File: config.mk
export PLATFORM = sky130hd
export DESIGN_NAME = dmem_frame_streamer
export DESIGN_NICKNAME = d
export VERILOG_FILES = /design/src/rtl/dmem_frame_streamer.sv
export SDC_FILE = /design/constraint.sdc
export NUM_CORES = 1
export LEC_CHECK = 0
export ABC_AREA = 1
export CAP_MARGIN = 20
export CORE_MARGIN = 5
export CORE_UTILIZATION = 43
export DETAILED_ROUTE_END_ITERATION = 6
export SLEW_MARGIN = 20
export SYNTH_ARGS = -nofsm -noshare
export SYNTH_HDL_FRONTEND = slang
export SYNTH_SLANG_ARGS = --single-unit
File: constraint.sdc
create_clock -name clk -period 2.2 [get_ports clk]
set_input_delay 0.55 -clock clk [delete_from_list [all_inputs] [get_ports clk]]
set_output_delay 0.55 -clock clk [all_outputs]
set_load 0.01 [all_outputs]
File: src/rtl/dmem_frame_streamer.sv
// Streams a frame out of data memory in raster order, one pixel per beat.
// Ports:
//   clk, rst_n          clock, asynchronous active-low reset
//   start, abort        begin a frame / cancel the frame in progress
//   busy, done          streaming indicator / end-of-frame pulse
//   mem_addr, mem_rd    data-memory read port (1-cycle read latency)
//   m_valid, m_ready    output beat handshake
//   m_data              pixel value, clamped to 8 bits
//   m_first, m_last     pixel (0,0) marker / end-of-row marker
module dmem_frame_streamer #(
  parameter int unsigned IMG_W     = 360,
  parameter int unsigned IMG_H     = 360,
  parameter int unsigned BASE_ADDR = 0
) (
  input  logic        clk,
  input  logic        rst_n,
  input  logic        start,
  input  logic        abort,
  output logic        busy,
  output logic        done,
  output logic [31:0] mem_addr,
  input  logic [31:0] mem_rd,
  output logic        m_valid,
  input  logic        m_ready,
  output logic [7:0]  m_data,
  output logic        m_first,
  output logic        m_last
);

  localparam int unsigned CW = 17;
  localparam logic [CW-1:0] X_MAX = CW'(IMG_W - 1);
  localparam logic [CW-1:0] Y_MAX = CW'(IMG_H - 1);
  localparam logic [31:0]   BASE  = 32'(BASE_ADDR);

  typedef enum logic [1:0] {IDLE, STREAM, DRAIN} state_e;

  state_e          state_q, state_d;
  logic [CW-1:0]   rx_q, rx_d, ry_q, ry_d;
  logic [CW-1:0]   ox_q, ox_d, oy_q, oy_d;
  logic [31:0]     addr_q, addr_d;
  logic            outstanding_q, outstanding_d;
  logic [1:0]      fifo_cnt_q, fifo_cnt_d;
  logic [7:0]      fifo0_q, fifo0_d, fifo1_q, fifo1_d;

  logic [7:0]      pix_c;
  logic            hs, pop, push, issue;
  logic [1:0]      cnt_mid;

  // Saturate the 32-bit memory word to a pixel.
  assign pix_c = (mem_rd > 32'd255) ? 8'hFF : mem_rd[7:0];

  // The in-flight read is presented directly when the FIFO is empty, so the
  // first pixel is valid the cycle its read data returns.
  assign busy     = (state_q != IDLE);
  assign done     = (state_q == DRAIN) && (fifo_cnt_q == 2'd0) && !outstanding_q;
  assign m_valid  = (fifo_cnt_q != 2'd0) || outstanding_q;
  assign m_data   = (fifo_cnt_q != 2'd0) ? fifo0_q : (outstanding_q ? pix_c : 8'h00);
  assign m_first  = m_valid && (ox_q == '0) && (oy_q == '0);
  assign m_last   = m_valid && (ox_q == X_MAX);
  assign mem_addr = addr_q;

  // Next-state: FSM, read issue, FIFO and output counters.
  always_comb begin
    state_d       = state_q;
    rx_d          = rx_q;
    ry_d          = ry_q;
    ox_d          = ox_q;
    oy_d          = oy_q;
    addr_d        = addr_q;
    fifo0_d       = fifo0_q;
    fifo1_d       = fifo1_q;
    hs            = m_valid && m_ready;
    pop           = hs && (fifo_cnt_q != 2'd0);
    // A read consumed straight off the bypass never enters the FIFO.
    push          = outstanding_q && !(hs && (fifo_cnt_q == 2'd0));
    issue         = (state_q == STREAM) && ((fifo_cnt_q + {1'b0, outstanding_q}) < 2'd2);
    outstanding_d = issue;
    cnt_mid       = fifo_cnt_q - {1'b0, pop};

    if (pop) fifo0_d = fifo1_q;
    if (push) begin
      if (cnt_mid == 2'd0) fifo0_d = pix_c;
      else                 fifo1_d = pix_c;
    end
    fifo_cnt_d = cnt_mid + {1'b0, push};

    if (hs) begin
      if (ox_q == X_MAX) begin
        ox_d = '0;
        oy_d = (oy_q == Y_MAX) ? '0 : oy_q + CW'(1);
      end else begin
        ox_d = ox_q + CW'(1);
      end
    end

    if (issue) begin
      addr_d = addr_q + 32'd1;
      if (rx_q == X_MAX) begin
        rx_d = '0;
        ry_d = ry_q + CW'(1);
      end else begin
        rx_d = rx_q + CW'(1);
      end
    end

    case (state_q)
      IDLE: begin
        addr_d = BASE;
        if (start) begin
          state_d = STREAM;
          rx_d    = '0;
          ry_d    = '0;
          ox_d    = '0;
          oy_d    = '0;
        end
      end
      STREAM: begin
        if (issue && (rx_q == X_MAX) && (ry_q == Y_MAX)) begin
          state_d = DRAIN;
          addr_d  = BASE;
        end
      end
      DRAIN: begin
        if ((fifo_cnt_q == 2'd0) && !outstanding_q) state_d = IDLE;
      end
      default: state_d = IDLE;
    endcase

    // Abort wins over everything, including a handshake this cycle.
    if (abort && (state_q != IDLE)) begin
      state_d       = IDLE;
      fifo_cnt_d    = 2'd0;
      outstanding_d = 1'b0;
      addr_d        = BASE;
      ox_d          = '0;
      oy_d          = '0;
    end
  end

  // State registers.
  always_ff @(posedge clk or negedge rst_n) begin
    if (!rst_n) begin
      state_q       <= IDLE;
      rx_q          <= '0;
      ry_q          <= '0;
      ox_q          <= '0;
      oy_q          <= '0;
      addr_q        <= BASE;
      outstanding_q <= 1'b0;
      fifo_cnt_q    <= 2'd0;
      fifo0_q       <= 8'h00;
      fifo1_q       <= 8'h00;
    end else begin
      state_q       <= state_d;
      rx_q          <= rx_d;
      ry_q          <= ry_d;
      ox_q          <= ox_d;
      oy_q          <= oy_d;
      addr_q        <= addr_d;
      outstanding_q <= outstanding_d;
      fifo_cnt_q    <= fifo_cnt_d;
      fifo0_q       <= fifo0_d;
      fifo1_q       <= fifo1_d;
    end
  end

endmodule

==> results of run 1 <==
==> logic make-up after synthesis <==
| kind of cell | Yosys count | share of synthesized area |
|---|---|---|
| AOI/OAI and AO/OA | 119 | 0.0900 |
| xor gates and xnor gates | 29 | 0.0346 |
| adders and majority gates | 9 | 0.0153 |
| buffers and inverters | 154 | 0.0833 |
| DFF | 121 | 0.412 |
| muxes | 1 | 0.00136 |
| and+or+nand+nor | 611 | 0.363 |
==> stage by stage <==
stage	hold slack (ns)	TNS (ns)
after floorplan	0.254	0
after global placement	0.467	-6.60
after detailed placement	0.476	-6.81
after CTS	0.0666	-0.795
after global routing	0.0821	-1.61
final	0.0570	-0.547
==> final cells by class <==
| cell class | instances | area [um^2] | area share |
|---|---|---|---|
| Timing Repair Buffer | 213 | 1820 | 0.177 |
| Tap cell | 220 | 275 | 0.0268 |
| Sequential cell | 121 | 3030 | 0.294 |
| Inverter | 139 | 523 | 0.0508 |
| Multi-Input combinational cell | 769 | 3980 | 0.387 |
| Clock inverter | 12 | 223 | 0.0216 |
| Clock buffer | 19 | 443 | 0.0431 |
==> routing by layer <==
metal | share of wire | vias up | wire length, um
li1 | - | 3816 | -
met1 | 0.48 | 3540 | 9570
met2 | 0.47 | 163 | 9400
met3 | 0.044 | 19 | 888
met4 | 0.011 | 0 | 223
met5 | 0 | - | 0
==> placed cells by master, fill, tap and decap left out, types with 3 or more instances in the layout <==
cell and n:
sky130_fd_sc_hd__a211oi_1 3, sky130_fd_sc_hd__a21oi_1 32, sky130_fd_sc_hd__buf_12 4, sky130_fd_sc_hd__buf_2 16, sky130_fd_sc_hd__buf_4 115, sky130_fd_sc_hd__buf_6 19, sky130_fd_sc_hd__bufinv_16 6, sky130_fd_sc_hd__clkbuf_16 17
sky130_fd_sc_hd__clkdlybuf4s15_1 7, sky130_fd_sc_hd__clkdlybuf4s50_1 43, sky130_fd_sc_hd__clkinvlp_4 5, sky130_fd_sc_hd__dfrtp_1 120, sky130_fd_sc_hd__dlygate4sd2_1 7, sky130_fd_sc_hd__ha_1 7, sky130_fd_sc_hd__inv_1 131, sky130_fd_sc_hd__inv_2 7
sky130_fd_sc_hd__nand2_1 239, sky130_fd_sc_hd__nand2_2 11, sky130_fd_sc_hd__nand3_1 58, sky130_fd_sc_hd__nand3_2 7, sky130_fd_sc_hd__nand3b_1 3, sky130_fd_sc_hd__nand4_1 31, sky130_fd_sc_hd__nor2_1 163, sky130_fd_sc_hd__nor2_2 8
sky130_fd_sc_hd__nor2_4 11, sky130_fd_sc_hd__nor3_1 46, sky130_fd_sc_hd__nor3_2 3, sky130_fd_sc_hd__nor3_4 3, sky130_fd_sc_hd__nor3b_1 4, sky130_fd_sc_hd__nor4_1 5, sky130_fd_sc_hd__o211ai_1 7, sky130_fd_sc_hd__o21a_1 3
sky130_fd_sc_hd__o21ai_0 46, sky130_fd_sc_hd__o21ai_1 10, sky130_fd_sc_hd__o21ai_2 8, sky130_fd_sc_hd__or2_2 9, sky130_fd_sc_hd__xnor2_1 9, sky130_fd_sc_hd__xor2_1 20
==> worst max-delay path: stages, from the launching register on <==
cell,delay (ns)
sky130_fd_sc_hd__dfrtp_1,0.38
sky130_fd_sc_hd__nor2_2,0.14
sky130_fd_sc_hd__nand3_2,0.09
sky130_fd_sc_hd__or3_4,0.39
sky130_fd_sc_hd__nor3_4,0.18
sky130_fd_sc_hd__buf_2,0.15
==> worst min-delay path by stage <==
stage | startpoint | to | depth (start not counted)
3_3_place_gp | fifo1_q[6] | fifo1_q[6] | 2
4_1_cts | rst_n | rx_q[5] | 1
3_5_place_dp | fifo1_q[7] | fifo1_q[7] | 2
6_report | rst_n | ry_q[14] | 1
2_1_floorplan | rst_n | fifo0_q[0] | 0
5_1_grt | rst_n | rx_q[5] | 1
==> timing repair <==
item	in CTS	in global routing
pin swaps	22	22
setup endpoints to repair	13	27
resized for setup	143	64
buffers inserted	39	12
hold buffers	0	0
==> flip-flops by register name, indices dropped and copies added, names as in the netlist <==
signal	count
rx_q	17
ry_q	17
ox_q	17
fifo1_q	8
oy_q	17
outstanding_q	1
mem_addr	32
fifo0_q	8
state_q	2
fifo_cnt_q	2
==> report_power, final <==
part / leakage [nW] / total, mW / switching [mW] / internal, mW
combinational: 2.83 / 3.15 / 1.86 / 1.29
sequential: 1.63 / 2.75 / 0.218 / 2.53
clock: 0.307 / 3.17 / 1.03 / 2.14
==> synth_stat cells (all sizes together), types with 4 or more instances <==
cell / count
nand2: 252
nor2: 182
inv: 138
dfrtp: 121
nand3: 67
o21ai: 64
nor3: 52
a21oi: 32
nand4: 31
xor2: 20
buf: 9
ha: 9
nor4: 9
or2: 9
xnor2: 9
o211ai: 7
clkbuf: 6
a211oi: 4
nor3b: 4
==> results by group, run 1 <==
Layout
  • Number of filler cells placed in the layout: 1537
  • Final standard cell area without fillers: 10300 um^2
  • Ant. Diodes: 0
  • Area growth from synthesis to layout: 40.1%
  • Cell Count, Final, Fillers Out: 1493
  • Util after Layout: 0.618
  • Fraction of final layout cells sized beyond drive strength 1: 0.209
  • Total number of nets in the final design: 1307

Critical path
  • Critical path arrival: 1.76 ns
  • Setup crit start kind: flip-flop
  • Setup crit end kind: output port
  • Terminus of the critical flop-to-flop path: oy_q[6]
  • Timing startpoint of the critical path: ox_q[10]
  • Worst setup path endpoint: m_first
  • Class of the most critical setup path: reg2out
  • Startpoint of the worst-slack reg-to-reg timing path: ox_q[0]
  • Worst R2R Setup Slack: 0.12 ns
  • Maximum net fanout on the critical path: 2
  • FF-to-FF path depth: 15
  • CP Data Required Time: 1.65 ns

Timing
  • Unrepaired setup endpoints after global routing: yes
  • Max Clk Rate: 434 MHz
  • Pins Over Slew Limit: 0
  • Time the worst path needs with I/O delays and setup: 2.31 ns
  • Final setup skew: 0.00854 ns
  • Final hold violation count: 0
  • Fraction of the cycle the final worst path needs: 1.05
  • Actual slew at the worst max-slew pin: 0.444 ns
  • Final setup violation count: 9
  • Max-Slew Margin vs Limit: 0.702
  • Final Worst Setup Slack: -0.106 ns

Clock tree
  • Clk sink count: 121
  • CTS Buf Count: 17
  • TritonCTS clock tree: built
  • H-tree lvl count: 4
  • Deepest clock path buffer count: 2
  • Clock latency reported for the late side of the worst-skew pair: 0.42 ns
  • Root Driver: sky130_fd_sc_hd__clkbuf_16
  • Clock-pin slew on the worst setup and hold paths: 0.05 ns

Place
  • Number of instances in the placed design: 1421
  • HPWL after detailed placement: 14200 um
  • Weighted congestion reported at the end of routability-driven placement: 0.895
  • Placed inst area: 9070 um^2
  • Number of input and output port buffers inserted: 81
  • Pre-CTS worst setup slack: -0.795 ns

Die
  • Placement row count: 47
  • Area of the die: 19800 um^2
  • Effective utilization at floorplan: 0.441
  • Core Box Area: 16600 um^2
  • Top-Level Pins: 82
  • Horizontal extent of the die: 141 um
  • Overall die height: 141 um

Run status
  • Violations in the final reports: setup timing
  • Status: finished, violations left

GRT
  • Global Route met2 Usage: 0.337
  • Initial antenna violation count: 0
  • Met1 track utilization from global routing: 0.282
  • Global-route usage over all layers: 0.207
  • Layer carrying the most global-route usage: met2
  • Total gr overflow: 0
  • First-pass GRT wire length: 34000 um
  • Vias in the first global route: 7312
  • Pin count of the biggest net entering global routing: 49
  • Met3 GRT Util: 0.0454

Pwr
  • Leak Pwr: 4.77 nW
  • P per Cell Area: 882 nW/um^2
  • Post-route total power: 9.07 mW
  • Peak supply drop: 0.000554 V

Detailed routing
  • Drt first pass iters: 5
  • Via density per instance: 5.05
  • Residual DRC: 0
  • Average wire per standard cell: 13.5 um
  • Initial DRC count: 503
  • Detail Route Antenna Nets: 0
  • Total Wirelength: 20100 um
  • Via count: 7538

Synth
  • Area share of the largest cell type after synthesis: 0.412
  • Yosys warnings: 0
  • Synthesized net count: 1090
  • FF+latch count, synth: 121
  • Avg Cell Area, Syn: 7.03 um^2
  • Cell type with the highest aggregate area in the netlist: sky130_fd_sc_hd__dfrtp_1
  • Total standard cell area after synthesis: 7340 um^2
  • Synth top area cells: sky130_fd_sc_hd__dfrtp_1, sky130_fd_sc_hd__nand2_1, sky130_fd_sc_hd__nor2_1
  • Part of the Yosys area used for sequential elements: 0.412
  • Number of library cell types mapped by synthesis: 42
  • Number of synthesized flops with an enable pin: 0
  • Leading register cell type out of synthesis: sky130_fd_sc_hd__dfrtp_1
  • Number of instances in the synthesized netlist: 1044
  • Ys async rst share: 1.00

Flow run
  • Number of max-cap violations: 0

Worst hold path
  • Class of the tightest hold or removal check: in2async
(Power assumes the default switching activity.)
==> inputs of run 2 (changes only) <==
- GPL_TIMING_DRIVEN: default -> 0
==> results by group, run 2 (synthesis gave the netlist of run 1 again) <==
Run status
  • Status: finished, violations left
  • Violations in the final reports: setup timing

GRT
  • Total gr overflow: 0 (unchanged)
  • Pin count of the biggest net entering global routing: 96 (+96%)
  • Global-route usage over all layers: 0.204 (-0.00224)
  • First-pass GRT wire length: 33300 um (-2.0%)
  • Initial antenna violation count: 0 (unchanged)
  • Vias in the first global route: 6839 (-6.5%)

Critical path
  • Worst R2R Setup Slack: 0.15 ns (+0.03 ns)
  • FF-to-FF path depth: 12 (-3)
  • Startpoint of the worst-slack reg-to-reg timing path: fifo_cnt_q[0]
  • Cell-by-cell trace of the critical path: nor2_2 > nand3_2 > or3_4 > nor3_4 > buf_2
  • CP bufs+invs: 1 (unchanged)
  • Slowest-stage cell, CP: sky130_fd_sc_hd__dfrtp_1
  • Terminus of the critical flop-to-flop path: mem_addr[25]
  • CP Data Required Time: 1.65 ns (about the same)
  • Maximum single-stage delay on the critical path: 0.40 ns (about the same)
  • Class of the most critical setup path: reg2out
  • Maximum net fanout on the critical path: 3 (+1)
  • Critical path arrival: 1.82 ns (+0.06 ns)
  • Setup crit end kind: output port
  • Setup crit start kind: flip-flop
  • Cell class contributing the biggest share of worst-path delay: simple AND/OR/NAND/NOR gates

Clock tree
  • Deepest clock path buffer count: 2 (unchanged)
  • Clock-pin slew on the worst setup and hold paths: 0.05 ns (about the same)
  • Clock latency reported for the late side of the worst-skew pair: 0.42 ns (about the same)
  • CTS Buf Count: 17 (unchanged)
  • Root Driver: sky130_fd_sc_hd__clkbuf_16
  • H-tree lvl count: 4 (unchanged)
  • Clk sink count: 121 (unchanged)
  • TritonCTS clock tree: built

Layout
  • Leading cell type in the layout, fill and taps excluded: sky130_fd_sc_hd__nand2_1
  • Multi-input logic area: 3960 um^2 (-0.41%)
  • Number of filler cells placed in the layout: 1611 (+4.8%)
  • Cell Count, Final, Fillers Out: 1425 (-4.6%)
  • Final standard cell area without fillers: 9580 um^2 (-6.9%)
  • Commonest cells after routing, fill and taps aside: sky130_fd_sc_hd__nand2_1, sky130_fd_sc_hd__nor2_1, sky130_fd_sc_hd__inv_1
  • Area growth from synthesis to layout: 30.4%
  • Util after Layout: 0.576 (-0.0426)
  • Fraction of final layout cells sized beyond drive strength 1: 0.151 (-0.0579)
  • Ant. Diodes: 0 (unchanged)
  • Largest register FFs: 32 (unchanged)
  • Total number of nets in the final design: 1238 (-5.3%)
  • Sequential cell area: 3030 um^2 (unchanged)

Place
  • Pre-CTS worst setup slack: -1.15 ns (-0.355 ns)
  • Weighted congestion reported at the end of routability-driven placement: 0.864 (-3.4%)
  • Number of input and output port buffers inserted: 81 (unchanged)
  • Placed inst area: 8460 um^2 (-6.7%)
  • Number of instances in the placed design: 1346 (-5.3%)
  • HPWL after detailed placement: 14000 um (-1.9%)

Timing
  • Pins Over Slew Limit: 0 (unchanged)
  • Final hold slack: 0.486 ns (+0.429 ns)
  • Max-Slew Margin vs Limit: 0.665 (-0.0365)
  • Time the worst path needs with I/O delays and setup: 2.37 ns (+0.0624 ns)
  • Final-layout setup total negative slack: -0.569 ns (-0.0218 ns)
  • Final Worst Setup Slack: -0.169 ns (-0.0624 ns)
  • Final setup skew: 0.00874 ns (+0.000200 ns)
  • Final setup violation count: 10 (+1)
  • Max Clk Rate: 422 MHz (-2.6%)
  • Unrepaired setup endpoints after global routing: yes
  • Final hold violation count: 0 (unchanged)
  • Actual slew at the worst max-slew pin: 0.498 ns (+0.0543 ns)
  • Fraction of the cycle the final worst path needs: 1.08 (+0.0284)

Die
  • Horizontal extent of the die: 141 um (unchanged)
  • Top-Level Pins: 82 (unchanged)
  • Effective utilization at floorplan: 0.441 (unchanged)
  • Overall die height: 141 um (unchanged)
  • Core Box Area: 16600 um^2 (unchanged)
  • Placement row count: 47 (unchanged)
  • Area of the die: 19800 um^2 (unchanged)

Detailed routing
  • Initial DRC count: 387 (-23%)
  • Detail Route Antenna Nets: 0 (unchanged)
  • Via count: 7226 (-4.1%)
  • Residual DRC: 0 (unchanged)
  • Average wire per standard cell: 13.8 um (+2.9%)
  • Total Wirelength: 19700 um (-1.8%)
  • Via density per instance: 5.07 (+0.44%)
  • Drt first pass iters: 5 (unchanged)

Pwr
  • NetSw: 3.11 mW (+0.25%)
  • Peak supply drop: 0.000752 V (+36%)
  • Share of total power in sequential cells: 0.328 (+0.025)
  • Switching Fraction: 0.368 (+0.0256)
  • Internal portion of total power: 5.35 mW (-10%)
  • Post-route total power: 8.46 mW (-6.7%)
  • Clock network fraction of design power: 0.313 (-0.036)
  • Share of power burned in combinational logic: 0.359 (+0.012)
  • P per Cell Area: 884 nW/um^2 (+0.17%)
  • Leak Pwr: 4.35 nW (-8.8%)

Worst hold path
  • Class of the tightest hold or removal check: reg2reg
  • Worst min-delay path startpoint: fifo1_q[5]
  • Hold depth: 2
  • Worst min-delay path endpoint: fifo1_q[5]

Flow run
  • Number of max-cap violations: 0 (unchanged)
## run 2: layer usage
| layer | track usage | share of wire | routed length, um | vias up |
|---|---|---|---|---|
| met2 | 0.334 | 0.47 | 9260 | 148 |
| met5 | 0 | 0 | 0 | - |
| met3 | 0.0386 | 0.039 | 768 | 28 |
| li1 | - | - | - | 3688 |
| met1 | 0.276 | 0.48 | 9390 | 3362 |
| met4 | 0.0643 | 0.016 | 314 | 0 |
## run 2: cell type report
| type | instances | area share |
|---|---|---|
| Timing Repair Buffer | 129 | 0.118 |
| Clock inverter | 8 | 0.00718 |
| Multi-Input combinational cell | 769 | 0.414 |
| Clock buffer | 24 | 0.0513 |
| Sequential cell | 121 | 0.316 |
| Buffer | 15 | 0.00980 |
| Inverter | 139 | 0.0547 |
| Tap cell | 220 | 0.0287 |
## run 2: power groups by stage
stage / clock [mW] / combinational, mW / sequential [mW]
2_1_floorplan: 0 / 1.76 / 2.75
3_3_place_gp: 0 / 2.74 / 2.80
3_5_place_dp: 0 / 2.77 / 2.80
4_1_cts: 2.71 / 2.83 / 2.77
5_1_grt: 2.82 / 3.40 / 2.82
6_report: 2.65 / 3.04 / 2.78
## run 2: worst max path at each step
stage | start | endpoint | slack, ns | cells past startpoint
final | ox_q[10] | m_first | -0.17 | 5
after global routing | ox_q[10] | m_first | -0.23 | 5
after CTS | oy_q[1] | m_first | -0.19 | 7
after detailed placement | m_ready | fifo1_q[6] | -1.15 | 9
after global placement | rst_n | oy_q[12] | -4.46 | 1
after floorplan | m_ready | fifo1_q[5] | 0.12 | 8
## run 2: worst reg2reg max path, delay by kind of cell, from the launching register on
kind / cells / cell delay, ns
AND/OR/NAND/NOR: 5 / 0.58
AO/OA/AOI/OAI: 2 / 0.37
flip-flops: 1 / 0.39
buffers and inverters: 5 / 0.60
## run 2: what timing repair did
item,4_1_cts,5_1_grt
gates cloned,0,0
setup buffers,30,19
endpoints found under the hold margin,26,0
endpoints found under the setup margin,29,81
gates resized for setup,156,31
pin swaps,31,23
hold buffers,1,0
==> inputs of run 3 (changes only) <==
- CAP_MARGIN: 20 -> 10
- SLEW_MARGIN: 20 -> default
==> results by group, run 3 (synthesis gave the netlist of run 1 again) <==
Run status
  • Status: finished, violations left
  • Violations in the final reports: setup timing

GRT
  • Vias in the first global route: 6760 (-1.2%)
  • Initial antenna violation count: 0 (unchanged)
  • Layer carrying the most global-route usage: met2
  • First-pass GRT wire length: 32500 um (-2.4%)
  • Met1 track utilization from global routing: 0.266 (-0.0103)
  • Global Route met2 Usage: 0.325 (-0.00882)
  • Global-route usage over all layers: 0.198 (-0.00633)
  • Pin count of the biggest net entering global routing: 96 (unchanged)
  • Met3 GRT Util: 0.0484 (+0.00982)
  • Total gr overflow: 0 (unchanged)

Layout
  • Area growth from synthesis to layout: 29.9%
  • Ant. Diodes: 0 (unchanged)
  • Total number of nets in the final design: 1219 (-1.5%)
  • Final standard cell area without fillers: 9540 um^2 (-0.39%)
  • Util after Layout: 0.573 (-0.00226)
  • Largest register FFs: 32 (unchanged)
  • Leading cell type in the layout, fill and taps excluded: sky130_fd_sc_hd__nand2_1
  • Commonest cells after routing, fill and taps aside: sky130_fd_sc_hd__nand2_1, sky130_fd_sc_hd__nor2_1, sky130_fd_sc_hd__inv_1
  • Fraction of final layout cells sized beyond drive strength 1: 0.140 (-0.0111)

Timing
  • Fraction of the cycle the final worst path needs: 1.07 (-0.0106)
  • Actual slew at the worst max-slew pin: 0.500 ns (+0.00205 ns)
  • Max Clk Rate: 426 MHz (+1.0%)
  • Time the worst path needs with I/O delays and setup: 2.35 ns (-0.0234 ns)
  • Final-layout setup total negative slack: -0.331 ns (+0.238 ns)
  • Final hold violation count: 0 (unchanged)
  • Final setup violation count: 9 (-1)
  • Final Worst Setup Slack: -0.145 ns (+0.0234 ns)
  • Unrepaired setup endpoints after global routing: yes
  • Final setup skew: 0.00799 ns (-0.000741 ns)
  • Pins Over Slew Limit: 0 (unchanged)
  • Max-Slew Margin vs Limit: 0.664 (-0.00137)

Die
  • Area of the die: 19800 um^2 (unchanged)
  • Placement row count: 47 (unchanged)
  • Overall die height: 141 um (unchanged)
  • Effective utilization at floorplan: 0.441 (unchanged)
  • Core Box Area: 16600 um^2 (unchanged)
  • Horizontal extent of the die: 141 um (unchanged)
  • Top-Level Pins: 82 (unchanged)

Flow run
  • Number of max-cap violations: 0 (unchanged)

Clock tree
  • TritonCTS clock tree: built
  • Deepest clock path buffer count: 2 (unchanged)
  • Clock latency reported for the late side of the worst-skew pair: 0.42 ns (about the same)
  • Clock-pin slew on the worst setup and hold paths: 0.06 ns (about the same)
  • Root Driver: sky130_fd_sc_hd__clkbuf_16
  • H-tree lvl count: 4 (unchanged)
  • CTS Buf Count: 17 (unchanged)
  • Clk sink count: 121 (unchanged)

Detailed routing
  • Initial DRC count: 445 (+15%)
  • Detail Route Antenna Nets: 0 (unchanged)
  • Residual DRC: 0 (unchanged)
  • Average wire per standard cell: 13.6 um (-1.4%)
  • Drt first pass iters: 5 (unchanged)
  • Via density per instance: 5.08 (+0.26%)
  • Via count: 7148 (-1.1%)
  • Total Wirelength: 19200 um (-2.8%)

Place
  • Placed inst area: 8460 um^2 (about the same)
  • Weighted congestion reported at the end of routability-driven placement: 0.864 (unchanged)
  • Number of input and output port buffers inserted: 81 (unchanged)
  • HPWL after detailed placement: 13900 um (-0.77%)

Pwr
  • P per Cell Area: 946 nW/um^2 (+7.0%)
  • Leak Pwr: 4.29 nW (-1.5%)
  • Peak supply drop: 0.000647 V (-14%)

Critical path
  • Setup crit start kind: flip-flop
  • CP Data Required Time: 1.65 ns (about the same)
  • Setup crit end kind: output port
  • Class of the most critical setup path: reg2out
  • Maximum net fanout on the critical path: 3 (unchanged)
  • Critical path arrival: 1.80 ns (-0.02 ns)

Worst hold path
  • Class of the tightest hold or removal check: reg2reg
## run 3: worst max-delay path, cell delays in order, from the launching register on
cell and delay (ns):
sky130_fd_sc_hd__dfrtp_1 0.40, sky130_fd_sc_hd__nor2_2 0.16, sky130_fd_sc_hd__nand3_2 0.10, sky130_fd_sc_hd__or3_4 0.37, sky130_fd_sc_hd__nor3_2 0.18, sky130_fd_sc_hd__buf_2 0.16
## run 3: repair_timing
item                       in CTS  in global routing
hold endpoints to repair        2                  0
setup buffers                  19                  8
gates resized for setup       156                 28
setup endpoints to repair      29                 74
hold buffers                    1                  0
pin swaps                      24                 23
## run 3: worst paths after layout
path / to / cells after the start / start / slack (ns)
setup / recovery: m_first / 5 / ox_q[10] / -0.15
hold / removal: ry_q[5] / 1 / ry_q[5] / 0.48
setup reg to reg: mem_addr[25] / 11 / state_q[1] / 0.18
hold reg to reg: ry_q[5] / 1 / ry_q[5] / 0.48
max in group asynchronous: state_q[0] / 3 / rst_n / 0.88
min in group asynchronous: ry_q[12] / 2 / rst_n / 0.57
## run 3: cell type report
cell class,count,area [um^2]
fill,1560,7100
sequential,121,3030
clock inverter,11,216
buffer,15,93.8
inverter,139,524
clock buffer,21,470
timing repair buffer,110,980
multi-input combinational,769,3950
tap,220,275
## run 3: power by group
group          leakage [nW]  total, mW  switching [mW]  internal, mW
logic                  2.33       3.00            1.85          1.15
registers              1.63       2.78           0.243          2.53
clock network         0.326       3.24            1.03          2.21
total                  4.29       9.02            3.12          5.90
## run 3: per-layer routing
| metal | part of all wire | vias to the layer above |
|---|---|---|
| li1 | - | 3641 |
| met1 | 0.47 | 3349 |
| met2 | 0.47 | 146 |
| met3 | 0.045 | 12 |
| met4 | 0.0080 | 0 |
| met5 | 0 | - |
## run 3: metrics by stage
step / total power [mW] / hold WS [ns] / cells / setup WS (ns)
5_1_grt: 9.58 / 0.511 / 1406 / -0.206
4_1_cts: 8.97 / 0.488 / 1398 / -0.132
3_5_place_dp: 5.56 / 0.437 / 1346 / -1.16
6_report: 9.02 / 0.482 / 1406 / -0.145
2_1_floorplan: 4.51 / 0.254 / 1044 / 0.124
3_3_place_gp: 5.54 / 0.469 / 1345 / -4.46
